**src/rtl/parking_gate_controller.sv**
```systemverilog
// Entry/exit barrier controller for the lot occupancy counter.
// Raw sensors are synchronised and debounced, and each passage yields one admission/release pulse.
module parking_gate_controller #(
  parameter int DEBOUNCE_CYCLES = 4,
  parameter int OPEN_TIMEOUT    = 32
) (
  input  logic clock,
  input  logic reset,
  input  logic entry_sensor,
  input  logic entry_pass,
  input  logic exit_sensor,
  input  logic exit_pass,
  input  logic full_signal,
  input  logic empty_signal,
  output logic car_arrival,
  output logic car_departure,
  output logic entry_gate_open,
  output logic exit_gate_open,
  output logic lot_full_lamp
);

  localparam int CNT_W = $clog2(DEBOUNCE_CYCLES + 1);
  localparam int TMR_W = $clog2(OPEN_TIMEOUT);
  localparam logic [CNT_W-1:0] CNT_LAST = CNT_W'(DEBOUNCE_CYCLES - 1);
  localparam logic [TMR_W-1:0] TMR_LAST = TMR_W'(OPEN_TIMEOUT - 1);

  typedef enum logic [1:0] {
    ST_IDLE  = 2'd0,
    ST_OPEN  = 2'd1,
    ST_CLEAR = 2'd2
  } gate_state_e;

  // Channel order: entry sense, entry pass, exit sense, exit pass.
  logic [3:0] raw;
  logic [3:0] filt;

  assign raw = {exit_pass, exit_sensor, entry_pass, entry_sensor};

  genvar gi;
  generate
    for (gi = 0; gi < 4; gi++) begin : g_cond
      logic             sync1_q, sync1_d;
      logic             sync2_q, sync2_d;
      logic             filt_q, filt_d;
      logic [CNT_W-1:0] cnt_q, cnt_d;

      always_comb begin
        sync1_d = raw[gi];
        sync2_d = sync1_q;
        filt_d  = filt_q;
        cnt_d   = '0;
        // Only an unbroken run of DEBOUNCE_CYCLES mismatches moves the filter.
        if (sync2_q != filt_q) begin
          if (cnt_q == CNT_LAST) begin
            filt_d = sync2_q;
          end else begin
            cnt_d = cnt_q + 1'b1;
          end
        end
      end

      always_ff @(posedge clock or posedge reset) begin
        if (reset) begin
          sync1_q <= 1'b0;
          sync2_q <= 1'b0;
          filt_q  <= 1'b0;
          cnt_q   <= '0;
        end else begin
          sync1_q <= sync1_d;
          sync2_q <= sync2_d;
          filt_q  <= filt_d;
          cnt_q   <= cnt_d;
        end
      end

      assign filt[gi] = filt_q;
    end
  endgenerate

  // Index 0 = entry direction, index 1 = exit direction.
  logic [1:0] sense;
  logic [1:0] pass;
  logic [1:0] permit;
  logic [1:0] due;
  logic [1:0] gate_up;

  assign sense  = {filt[2], filt[0]};
  assign pass   = {filt[3], filt[1]};
  assign permit = {~empty_signal, ~full_signal};

  generate
    for (gi = 0; gi < 2; gi++) begin : g_gate
      gate_state_e      state_q, state_d;
      logic [TMR_W-1:0] timer_q, timer_d;
      logic             due_b;

      always_comb begin
        state_d = state_q;
        timer_d = '0;
        due_b   = 1'b0;
        case (state_q)
          ST_IDLE: begin
            if (sense[gi] && permit[gi]) begin
              state_d = ST_OPEN;
            end
          end
          ST_OPEN: begin
            if (pass[gi]) begin
              state_d = ST_CLEAR;
              due_b   = 1'b1;
            end else if (timer_q == TMR_LAST) begin
              state_d = ST_IDLE;
            end else begin
              timer_d = timer_q + 1'b1;
            end
          end
          ST_CLEAR: begin
            if (!pass[gi]) begin
              state_d = ST_IDLE;
            end
          end
          default: state_d = ST_IDLE;
        endcase
      end

      always_ff @(posedge clock or posedge reset) begin
        if (reset) begin
          state_q <= ST_IDLE;
          timer_q <= '0;
        end else begin
          state_q <= state_d;
          timer_q <= timer_d;
        end
      end

      assign due[gi]     = due_b;
      assign gate_up[gi] = (state_q != ST_IDLE);
    end
  endgenerate

  logic arrival_q, arrival_d;
  logic departure_q, departure_d;
  logic pending_q, pending_d;

  // The counter drops a departure that coincides with an arrival, so a clash defers it one cycle.
  always_comb begin
    arrival_d   = due[0];
    departure_d = pending_q | (due[1] & ~due[0]);
    pending_d   = due[1] & due[0];
  end

  always_ff @(posedge clock or posedge reset) begin
    if (reset) begin
      arrival_q   <= 1'b0;
      departure_q <= 1'b0;
      pending_q   <= 1'b0;
    end else begin
      arrival_q   <= arrival_d;
      departure_q <= departure_d;
      pending_q   <= pending_d;
    end
  end

  assign car_arrival     = arrival_q;
  assign car_departure   = departure_q;
  assign entry_gate_open = gate_up[0];
  assign exit_gate_open  = gate_up[1];
  assign lot_full_lamp   = ~gate_up[0] & sense[0] & full_signal;

endmodule

```
**config.mk**
```make
export PLATFORM = sky130hd
export DESIGN_NAME = parking_gate_controller
export DESIGN_NICKNAME = d
export VERILOG_FILES = /design/src/rtl/parking_gate_controller.sv
export SDC_FILE = /design/constraint.sdc
export NUM_CORES = 1
export LEC_CHECK = 0
export ABC_AREA = 1
export CAP_MARGIN = 20
export CORE_UTILIZATION = 35
export DETAILED_ROUTE_END_ITERATION = 16
export PLACE_DENSITY = 0.56
export RECOVER_POWER = 25
export SLEW_MARGIN = 20
export SYNTH_ARGS = -nofsm -noshare
export SYNTH_HDL_FRONTEND = slang
export SYNTH_SLANG_ARGS = --single-unit
```
**constraint.sdc**
```tcl
create_clock -name clock -period 1.77 [get_ports clock]
set_input_delay 0.531 -clock clock [delete_from_list [all_inputs] [get_ports clock]]
set_output_delay 0.531 -clock clock [all_outputs]
set_load 0.03 [all_outputs]
```
==> results.json <==
{
  "rows": 24,
  "clk_pin_slew_ps": 80,
  "grt_pass1_vias": 1128,
  "rsz0062_at_grt": "true",
  "via_per_inst": 4.64,
  "max_stage_delay_ps": 400,
  "yosysWarnings": 0,
  "hold_viol": 0,
  "vias": 1086,
  "grt_max_degree": 42,
  "grt_use_total_pct": 12.7,
  "finalClockSkew_ps": 5.49,
  "total_leakage_power_nw": 1.00,
  "crit_path_cell_trace": "nor2_2 > inv_2 > buf_6 > nor2_4 > buf_6",
  "antenna_left": 0,
  "antenna_cells": 0,
  "synth_cell_types": 16,
  "power_density_nw_per_um2": 1530,
  "dpl.cell_count": 223,
  "place.gp.congestion": 0.761,
  "dp_slack_ps": -102,
  "max_slew.worst_pin.slew_ps": 971,
  "period_share_pct": 97.8,
  "max_freq_mhz": 578,
  "hp-class": "flip-flop to flip-flop",
  "ys_seq_area_share_pct": 63.7,
  "criticalPathCategory": "flip-flop to primary output",
  "fin_tns_setup_ps": 0,
  "synth.avg_cell_area_um2": 10.3,
  "nNetsFinal": 197,
  "cts_tree": "done",
  "grt_pass1_wl_mm": 4.76,
  "cts_root_buf": "clkbuf_8",
  "synthesis.area_um2": 1610,
  "slew_violations": 0,
  "final_cells": 234,
  "required_ps": 1240,
  "total_power_w": 0.00298,
  "syn_inst": 157,
  "first_iter_violations": 41,
  "final.setup.worst_slack_ps": 39.1,
  "h-tree-depth": 2,
  "period_minus_slack_ps": 1730,
  "ir_drop_uv": 1040,
  "start_util_pct": 36.8,
  "synth_nets": 173,
  "overflow": 0,
  "die_w_um": 69.9,
  "maxSlewHeadroom_pct": 35.3,
  "setup_viol": 0,
  "cts_buffers": 5,
  "startpoint_type": "flip-flop",
  "io_pins": 13,
  "routed_wl_mm": 2.63,
  "clock_latency_ps": 290,
  "die-area_um2": 4880,
  "cts_buffer_depth": 2,
  "layout-drive-gt1-share_pct": 12.1,
  "cap_violations": 0,
  "cp.arrival_ps": 1200,
  "firstDrtPassIters": 3,
  "cpMostUsedCell": "buf_6",
  "detail_route.wl_per_cell_um": 11.2,
  "drc": 0,
  "endpoint_kind": "primary output",
  "areaGrowthSynthToFinish_pct": 21.2,
  "final_common_cell": "dfrtp_1",
  "cts.sinks": 41,
  "ys_seq_elements": 41,
  "die_y_um": 69.9,
  "r2r_slack_ps": 410,
  "hpwl_mm": 1.83,
  "fin_util_pct": 44.5,
  "layout_common_cells": "dfrtp_1 (41), nand2_1 (36), inv_1 (20)",
  "cpMaxStageDelayCell": "dfrtp_1",
  "num-fill-cells": 426,
  "status": "finished clean",
  "antenna_found_initial": 0,
  "core_um2": 4380,
  "worstPathMaxFanout": 2,
  "io_buffers": 12
}
[state kept, by name, summed over array words and instances (netlist names)]
name and flops:
g_gate.timer_q 10, g_cond.filt_q 4, g_cond.sync2_q 4, g_cond.cnt_q 12
g_gate.state_q 4, car_departure 1, pending_q 1, car_arrival 1
g_cond.sync1_q 4
[synth_stat cells, drive strengths merged]
| master | count | area (µm²) |
|---|---|---|
| nand4 | 2 | 12.5 |
| dfrtp | 41 | 1030 |
| o21ai | 3 | 15.0 |
| inv | 22 | 82.6 |
| xnor2 | 5 | 43.8 |
| nor3b | 2 | 15.0 |
| nand3 | 6 | 30.0 |
| buf | 1 | 7.51 |
| nand2 | 36 | 135 |
| nor2 | 19 | 78.8 |
| ha | 8 | 100 |
| o21bai | 1 | 7.51 |
| nand3b | 1 | 7.51 |
| nor3 | 10 | 50.1 |
[worst paths after layout]
path	cells after the start	from	end
worst max register to register	7	g_gate[0].timer_q[0]	g_gate[0].timer_q[2]
worst min-delay path	0	g_cond[3].sync1_q	g_cond[3].sync2_q
worst min register to register	0	g_cond[3].sync1_q	g_cond[3].sync2_q
max in group asynchronous	3	reset	g_cond[1].cnt_q[2]
min in group asynchronous	3	reset	g_cond[0].cnt_q[1]
worst max-delay path	5	g_gate[0].state_q[1]	lot_full_lamp
[area by class of cell]
type                            instances  area, µm²  share of cell area, %
Timing Repair Buffer                   18        154                   7.88
Sequential cell                        41       1030                   52.5
Tap cell                               52       65.1                   3.33
Clock inverter                          2       37.5                   1.92
Clock buffer                            6       82.6                   4.23
Multi-Input combinational cell         93        505                   25.9
Inverter                               22       82.6                   4.23
[stage by stage]
stage / cell area (µm²) / hold slack, ps
floorplan: 1610 / 331
global placement: 1820 / 334
detailed placement: 1820 / 338
CTS: 1960 / 357
global route: 1950 / 360
finish: 1950 / 352
[logic make-up (layout without fill, tap and decap cells)]
logic type	count (synthesis)	after routing	share of synthesized area (%)
adder cells (fa/ha/maj)	8	8	6.21
XOR/XNOR	5	5	2.72
AO/OA/AOI/OAI	4	4	1.40
AND/OR/NAND/NOR	76	76	20.4
buffers and inverters	23	48	5.59
flip-flops	41	41	63.7
[routing by layer]
layer  routed length, µm  GRT usage [%]
met5                   0              0
met3                  86           3.75
met1                1110           13.5
met2                1370           22.3
met4                  65           7.33
[worst max-delay path: cells and delay by family, from the launching register on]
kind	cells	cell delay [ps]
buffers and inverters	3	300
DFF	1	400
and+or+nand+nor	2	210
[power breakdown]
part | switching [W] | internal (W) | total (W) | leakage, nW
clock network | 0.000318 | 0.000458 | 0.000776 | 0.0574
registers | 0.000163 | 0.00115 | 0.00131 | 0.533
logic | 0.000528 | 0.000367 | 0.000894 | 0.411
[timing repair]
item	CTS	global route
hold buffers	0	0
buffers inserted	1	2
pin swaps	2	2
endpoints found under the setup margin	5	3
resized for setup	10	5
No activity file was read; power rests on OpenSTA's default activity.
